<file path="config.mk">
export PLATFORM = sky130hd
export DESIGN_NAME = memory_port_arbiter
export DESIGN_NICKNAME = d
export VERILOG_FILES = /design/src/rtl/memory_port_arbiter.sv
export SDC_FILE = /design/constraint.sdc
export NUM_CORES = 1
export LEC_CHECK = 0
export BUFFER_PORTS_ARGS = -buffer_cell sky130_fd_sc_hd__buf_4
export CAP_MARGIN = 5
export CELL_PAD_IN_SITES_DETAIL_PLACEMENT = 0
export CELL_PAD_IN_SITES_GLOBAL_PLACEMENT = 1
export CORE_MARGIN = 8
export CORE_UTILIZATION = 30
export DETAILED_ROUTE_END_ITERATION = 10
export PLACE_DENSITY = 0.79
export SLEW_MARGIN = 5
export SYNTH_ARGS = -nofsm -noshare
export SYNTH_HDL_FRONTEND = slang
export SYNTH_SLANG_ARGS = --single-unit
</file>
<file path="constraint.sdc">
create_clock -name clk -period 2.1 [get_ports clk]
set_input_delay 0.315 -clock clk [delete_from_list [all_inputs] [get_ports clk]]
set_output_delay 0.315 -clock clk [all_outputs]
set_load 0.05 [all_outputs]
</file>
<file path="src/rtl/memory_port_arbiter.sv">
// Arbitrates one single-port word memory between instruction fetch and data access.
// Data wins by default; a streak counter hands the port to fetch after STARVE_LIMIT data wins.
module memory_port_arbiter #(
  parameter int LATENCY      = 1,
  parameter int STARVE_LIMIT = 4
) (
  input  logic        clk,
  input  logic        reset,
  input  logic        if_req,
  input  logic [31:0] if_addr,
  output logic        if_ready,
  output logic [31:0] if_rdata,
  input  logic        d_req,
  input  logic        d_we,
  input  logic [31:0] d_addr,
  input  logic [31:0] d_wdata,
  output logic        d_ready,
  output logic [31:0] d_rdata,
  output logic [31:0] mem_addr,
  output logic        mem_we,
  output logic [31:0] mem_wdata,
  input  logic [31:0] mem_rdata,
  output logic        busy
);

  localparam logic [3:0] LAT_M1   = 4'(LATENCY - 1);
  localparam logic [3:0] STARVE_W = 4'(STARVE_LIMIT);

  typedef enum logic {IDLE, ACCESS} state_t;

  state_t     state, state_nxt;
  logic [3:0] cnt;
  logic [3:0] streak;
  logic       gnt_d;
  logic       lat_we;
  logic       if_elig, d_elig;
  logic       grant_if, grant_d;
  logic       done;

  function automatic logic [3:0] sat_inc(input logic [3:0] v);
    return (v >= STARVE_W) ? STARVE_W : v + 4'd1;
  endfunction

  // A requester whose ready pulses this cycle is still holding its old req,
  // so it is masked out to avoid granting the same access twice.
  always_comb begin
    if_elig   = if_req && !if_ready;
    d_elig    = d_req && !d_ready;
    grant_if  = 1'b0;
    grant_d   = 1'b0;
    state_nxt = state;
    done      = (state == ACCESS) && (cnt == 4'd0);
    case (state)
      IDLE: begin
        if (if_elig && (!d_elig || streak == STARVE_W)) grant_if = 1'b1;
        else if (d_elig)                                 grant_d  = 1'b1;
        if (grant_if || grant_d) state_nxt = ACCESS;
      end
      ACCESS: begin
        if (cnt == 4'd0) state_nxt = IDLE;
      end
      default: state_nxt = IDLE;
    endcase
  end

  always_ff @(posedge clk) begin
    if (reset) begin
      state     <= IDLE;
      cnt       <= 4'd0;
      streak    <= 4'd0;
      gnt_d     <= 1'b0;
      lat_we    <= 1'b0;
      if_ready  <= 1'b0;
      d_ready   <= 1'b0;
      if_rdata  <= '0;
      d_rdata   <= '0;
      mem_addr  <= '0;
      mem_wdata <= '0;
    end else begin
      state    <= state_nxt;
      if_ready <= done && !gnt_d;
      d_ready  <= done && gnt_d;
      if (state == ACCESS && cnt != 4'd0) cnt <= cnt - 4'd1;
      if (grant_if) begin
        gnt_d    <= 1'b0;
        lat_we   <= 1'b0;
        mem_addr <= if_addr;
        cnt      <= LAT_M1;
        streak   <= 4'd0;
      end
      if (grant_d) begin
        gnt_d     <= 1'b1;
        lat_we    <= d_we;
        mem_addr  <= d_addr;
        mem_wdata <= d_wdata;
        cnt       <= LAT_M1;
        streak    <= if_req ? sat_inc(streak) : 4'd0;
      end
      // Read data is captured before the write edge, so writes return the old word.
      if (done) begin
        if (gnt_d) d_rdata  <= mem_rdata;
        else       if_rdata <= mem_rdata;
      end
    end
  end

  assign mem_we = done && lat_we;
  assign busy   = (state == ACCESS);

endmodule
</file>
==> metrics.txt, run 1 <==
status=complete, no violations; power per cell area=936 mW/mm²; largest net degree at the start of global routing=72; flops & latches, synth=141; Syn Inst Count=663; RR Startpoint=streak[0]; Worst Hold Class=in -> reg; Max FO, Critical Path=5; post-route ant nets=0; Layout fillers=1885; Final TNS setup=0 ns; First DRT Iteration DRCs=161; first-pass GRT wire length=30600 µm; Worst-Skew Late Latency=0.42 ns; Synth Flop Type=dfxtp_1; clock skew=0.0139 ns; Warnings, synthesis=0; DP Wirelength=13800 µm; Worst Setup Start Kind=flip-flop; Slew headroom=71.4%; CTS max path bufs=2; layout cell share with drive strength beyond 1=42.2%; PostCTS Resize Cnt=0; clock sink count=141; fmax=512 MHz; Post-route DRC=0; Worst Hold Launch=d_wdata[31]; Mapped Area=0.00558 mm²; Area after DPL=0.00777 mm²; Syn Nets=800; die area=0.0232 mm²; Cells after DPL=1126; Tmin final=1.95 ns; GRT Util Overall=16.4%; worst setup margin=0.146 ns; post-route cell area=0.00841 mm²; fin nets=1048; synth-to-layout area growth=50.8%; fin. max-slew vios=0; clk slew on worst S/H paths=0.06 ns; Setup crit start=cnt[0]; fin util=45.6%; Post-CTS Setup Bufs=0; via-per-instance ratio=4.57; GPL Wtd Cong=0.769; Die Span X=152 µm; initial antenna violation count=0; most frequent cells in the layout=buf_4, nand2_1, dfxtp_1; Arr. time, crit path=1.64 ns; Core ar.=0.0185 mm²; post-synthesis sequential area ratio=50.6%; period utilization=93.0%; TritonCTS buffer count=17; clk root buf=clkbuf_16; post-synth cell types=38; DR WL/cell=16.5 µm; diode count=0; Static Leak=3.60 nW; Max-Cap Viols=0; vias in the first global route=5411; DRT Pass-1 Iters=4; Final Hold Viols=0; kind of critical path=reg -> out; commonest non-fill, non-tap cell in the layout=buf_4; WP data required=1.78 ns; crit end category=output pin; grt total ovfl=0; Rows=50; number of flops mapped to enable cells by yosys=0; unrepaired setup endpoints after global routing=false; Final Non-Filler Cells=1158; Die Ht=152 µm; dpl ws=0.381 ns; final setup fails=0; H-Tree Depth=4; hold buffers post-CTS=0; worst-margin pin slew=0.429 ns; initial core utilization=30.2%; Port Buf Inserts=264; synthesized area per cell=8.41 µm²; Routed WL=19100 µm; peak supply drop=0.000524 V; I/O pin total=265; Post-synth ARST share=0%; CTS tree=done; via count=5287
==> path summary, 6_finish.rpt <==
| kind | end | slack (ns) | cells after the start |
|---|---|---|---|
| worst max-delay path | mem_we | 0.15 | 5 |
| worst min register to register | mem_wdata[0] | 0.45 | 2 |
| worst min-delay path | mem_wdata[31] | 0.14 | 3 |
| worst max register to register | mem_addr[16] | 0.39 | 7 |
==> per-layer routing <==
layer / GRT usage, % / routed length, µm / up-vias
li1: - / - / 2645
met1: 20.0 / 8440 / 2418
met2: 24.7 / 8240 / 211
met3: 8.37 / 2260 / 13
met4: 4.81 / 201 / 0
met5: 0 / 0 / -
==> power by group <==
group	switching [mW]	internal [mW]	total, mW
Clock	1.24	2.02	3.26
Sequential	0.0973	2.85	2.95
Combinational	1.09	0.573	1.67
==> logic make-up after synthesis <==
group	share of synthesized area (%)
compound gates	14.2
xor+xnor	0.314
fa+ha+maj	0.898
buf+inv	5.34
flops	50.6
mux	0.382
simple gates	28.2
==> critical path, stage by stage, from the launching register on <==
cell and delay [ns]:
dfxtp_1 0.31, inv_1 0.11, ha_1 0.20, and4bb_4 0.28, and2_1 0.14, buf_4 0.19
==> final cells by class <==
type / count / area [µm²] / area share [%]
flip-flops and latches: 141 / 2820 / 33.6
multi-input cells: 468 / 2470 / 29.3
well taps: 234 / 293 / 3.48
repair buffers: 276 / 2160 / 25.7
clock inverters: 14 / 206 / 2.46
clock buffers: 18 / 429 / 5.10
inverters: 7 / 26.3 / 0.313
==> synthesized netlist by cell type, types with 2 or more instances <==
master	count	share of area, %
nand2_1	194	13
dfxtp_1	141	51
nor2_1	108	7.3
a21oi_2	60	9.4
a21oi_1	38	3.4
buf_2	19	1.7
nor4_2	17	3.8
clkbuf_1	15	1.0
nor4_1	15	1.7
buf_6	8	1.6
inv_1	7	0.47
nand2b_1	5	0.56
ha_1	4	0.90
and2_1	3	0.34
buf_4	3	0.40
buf_1	2	0.13
nor2b_1	2	0.22
nor3_1	2	0.18
==> state kept, by name, indices dropped and copies added (netlist names) <==
register and count:
busy 1, lat_we 1, d_rdata 32, mem_addr 32
streak 4, mem_wdata 32, if_ready 1, if_rdata 32
d_ready 1, gnt_d 1, cnt 4
==> stage by stage <==
step / hold slack [ns] / power (mW)
floorplan: 0.434 / 4.06
global placement: 0.443 / 4.68
detailed placement: 0.448 / 4.69
CTS: 0.122 / 7.99
global route: 0.123 / 8.22
finish: 0.139 / 7.87
No activity file was read; power rests on OpenSTA's default activity.
==> inputs of run 2 (changes only) <==
ABC_AREA = 1   (was not set)
PLACE_DENSITY = 0.81   (was 0.79)
==> run 2 against run 1 <==
Compared with the run above: synthesized cell count increased by 18%; count of clock-buffer cells in the layout decreased by 1; via count increased by 6.7%; non-clock buffer count increased by 1; clock skew decreased by 0.0057 ns; sequential power increased by 4%; hold slack got worse by 0.0090 ns; critical endpoint unchanged; largest power group unchanged.
==> metrics.txt, run 2 <==
CP max stage cell=dfxtp_1; fin nets=1164; Final Hold Viols=0; post-synth cell types=22; Layout fillers=1935; Static Leak=4.41 nW; commonest non-fill, non-tap cell in the layout=buf_4; initial antenna violation count=1; Worst Setup Start Kind=flip-flop; I/O pin total=265; via-per-instance ratio=4.43; Die Ht=154 µm; Tmin final=1.89 ns; synth-to-layout area growth=48.9%; layout cell share with drive strength beyond 1=31.0%; post-synthesis xor/xnor area fraction=0.308%; largest family of logic cells by synthesized area=simple AND/OR/NAND/NOR gates; period utilization=90.1%; Post-CTS Setup Bufs=0; Final TNS setup=0 ns; Warnings, synthesis=0; unrepaired setup endpoints after global routing=false; GRT Util Overall=15.9%; Reg area=0.00282 mm²; Final Non-Filler Cells=1274; Arr. time, crit path=1.58 ns; Final Total Pwr=8.71 mW; Port Buf Inserts=264; grt total ovfl=0; fin. max-slew vios=0; number of flops mapped to enable cells by yosys=0; GPL Wtd Cong=0.742; Worst Hold Class=in -> reg; area share of the leading cell type in the synthesized netlist=49.6%; largest cells by area after synthesis=dfxtp_1, nor2_1, o21ai_0; simple-gate share of the synthesized area=26.2%; adder-cell share of the synthesized area=0.880%; CTS tree=done; Post-synth top cells=nor2_1, dfxtp_1, o21ai_0, nand2_1, inv_1; First DRT Iteration DRCs=272; PostCTS Resize Cnt=0; Core ar.=0.0186 mm²; DP Wirelength=13500 µm; Cells after DPL=1242; hold buffers post-CTS=0; initial core utilization=30.5%; Die Span X=154 µm; diode count=0; Mapped Area=0.00569 mm²; Area after DPL=0.00781 mm²; post-route cell area=0.00847 mm²; Hold Slack=0.130 ns; worst-margin pin slew=0.657 ns; count leader, synth=nor2_1; post-synthesis sequential area ratio=49.6%; kind of critical path=reg -> out; first-pass GRT wire length=30700 µm; Rows=50; clock skew=0.00812 ns; most frequent cells in the layout=buf_4, nor2_1, dfxtp_1; flops & latches, synth=141; post-synthesis mux area share=0%; dpl ws=0.427 ns; DR WL/cell=15.0 µm; clk slew on worst S/H paths=0.06 ns; largest net degree at the start of global routing=81; final setup fails=0; CTS max path bufs=2; peak supply drop=0.000520 V; Max-Cap Viols=0; crit end category=output pin; Post-route DRC=0; Syn Nets=918; power per cell area=1030 mW/mm²; H-Tree Depth=4; via count=5641; Synth area leader=dfxtp_1; synthesized area per cell=7.29 µm²; CP max stage delay=0.48 ns; Slew headroom=56.2%; crit-path cells=buf_4, nand4_4, nor2_1, buf_4; Max FO, Critical Path=4; post-route ant nets=0; CP most frequent cell=buf_4; fin util=45.4%; vias in the first global route=5625; area of the multi-input gates=0.00228 mm²; status=complete, no violations; WP data required=1.78 ns; compound-cell area share of the yosys netlist=12.3%; worst setup margin=0.209 ns; Worst-Skew Late Latency=0.41 ns; TritonCTS buffer count=17; Synth Flop Type=dfxtp_1; Syn Inst Count=781; DRT Pass-1 Iters=4; fmax=529 MHz; clk root buf=clkbuf_16; clock sink count=141; Routed WL=19100 µm; Post-synth ARST share=0%; die area=0.0236 mm²
run 2: path summary, 6_finish.rpt:
kind | cells past startpoint | from | slack (ns) | end
setup reg to reg | 7 | cnt[0] | 0.46 | if_rdata[5]
setup / recovery | 4 | busy | 0.21 | mem_we
hold / removal | 3 | mem_rdata[18] | 0.13 | if_rdata[18]
hold reg to reg | 2 | cnt[0] | 0.47 | cnt[0]
run 2: metal layers:
| metal | vias to the layer above | part of all wire (%) | global-route usage [%] |
|---|---|---|---|
| met3 | 20 | 9.1 | 7.60 |
| met5 | - | 0.047 | 0 |
| li1 | 2940 | - | - |
| met2 | 164 | 46 | 25.7 |
| met4 | 2 | 1.6 | 4.85 |
| met1 | 2515 | 43 | 18.5 |
run 2: cells by family after synthesis:
kind of cell | count (synthesis)
buffers and inverters | 134
xor gates and xnor gates | 2
AOI/OAI and AO/OA | 139
adders and majority gates | 4
DFF | 141
and+or+nand+nor | 361
run 2: power by group:
part / total [mW] / internal, mW / switching (mW)
sequential: 3.07 / 2.94 / 0.135
combinational: 2.27 / 0.722 / 1.55
clock: 3.36 / 2.13 / 1.23
run 2: area by class of cell:
class                      count  area share (%)
clock buffer                  17            5.02
inverter                      84            3.74
timing repair buffer         277            24.8
clock inverter                15            2.78
sequential                   141            33.3
multi-input combinational    506            26.9
tap                          234            3.46
run 2: worst max-delay path: cells and delay by family, from the launching register on:
kind | cells | cell delay [ns]
buffers and inverters | 2 | 0.42
DFF | 1 | 0.48
and+or+nand+nor | 2 | 0.27
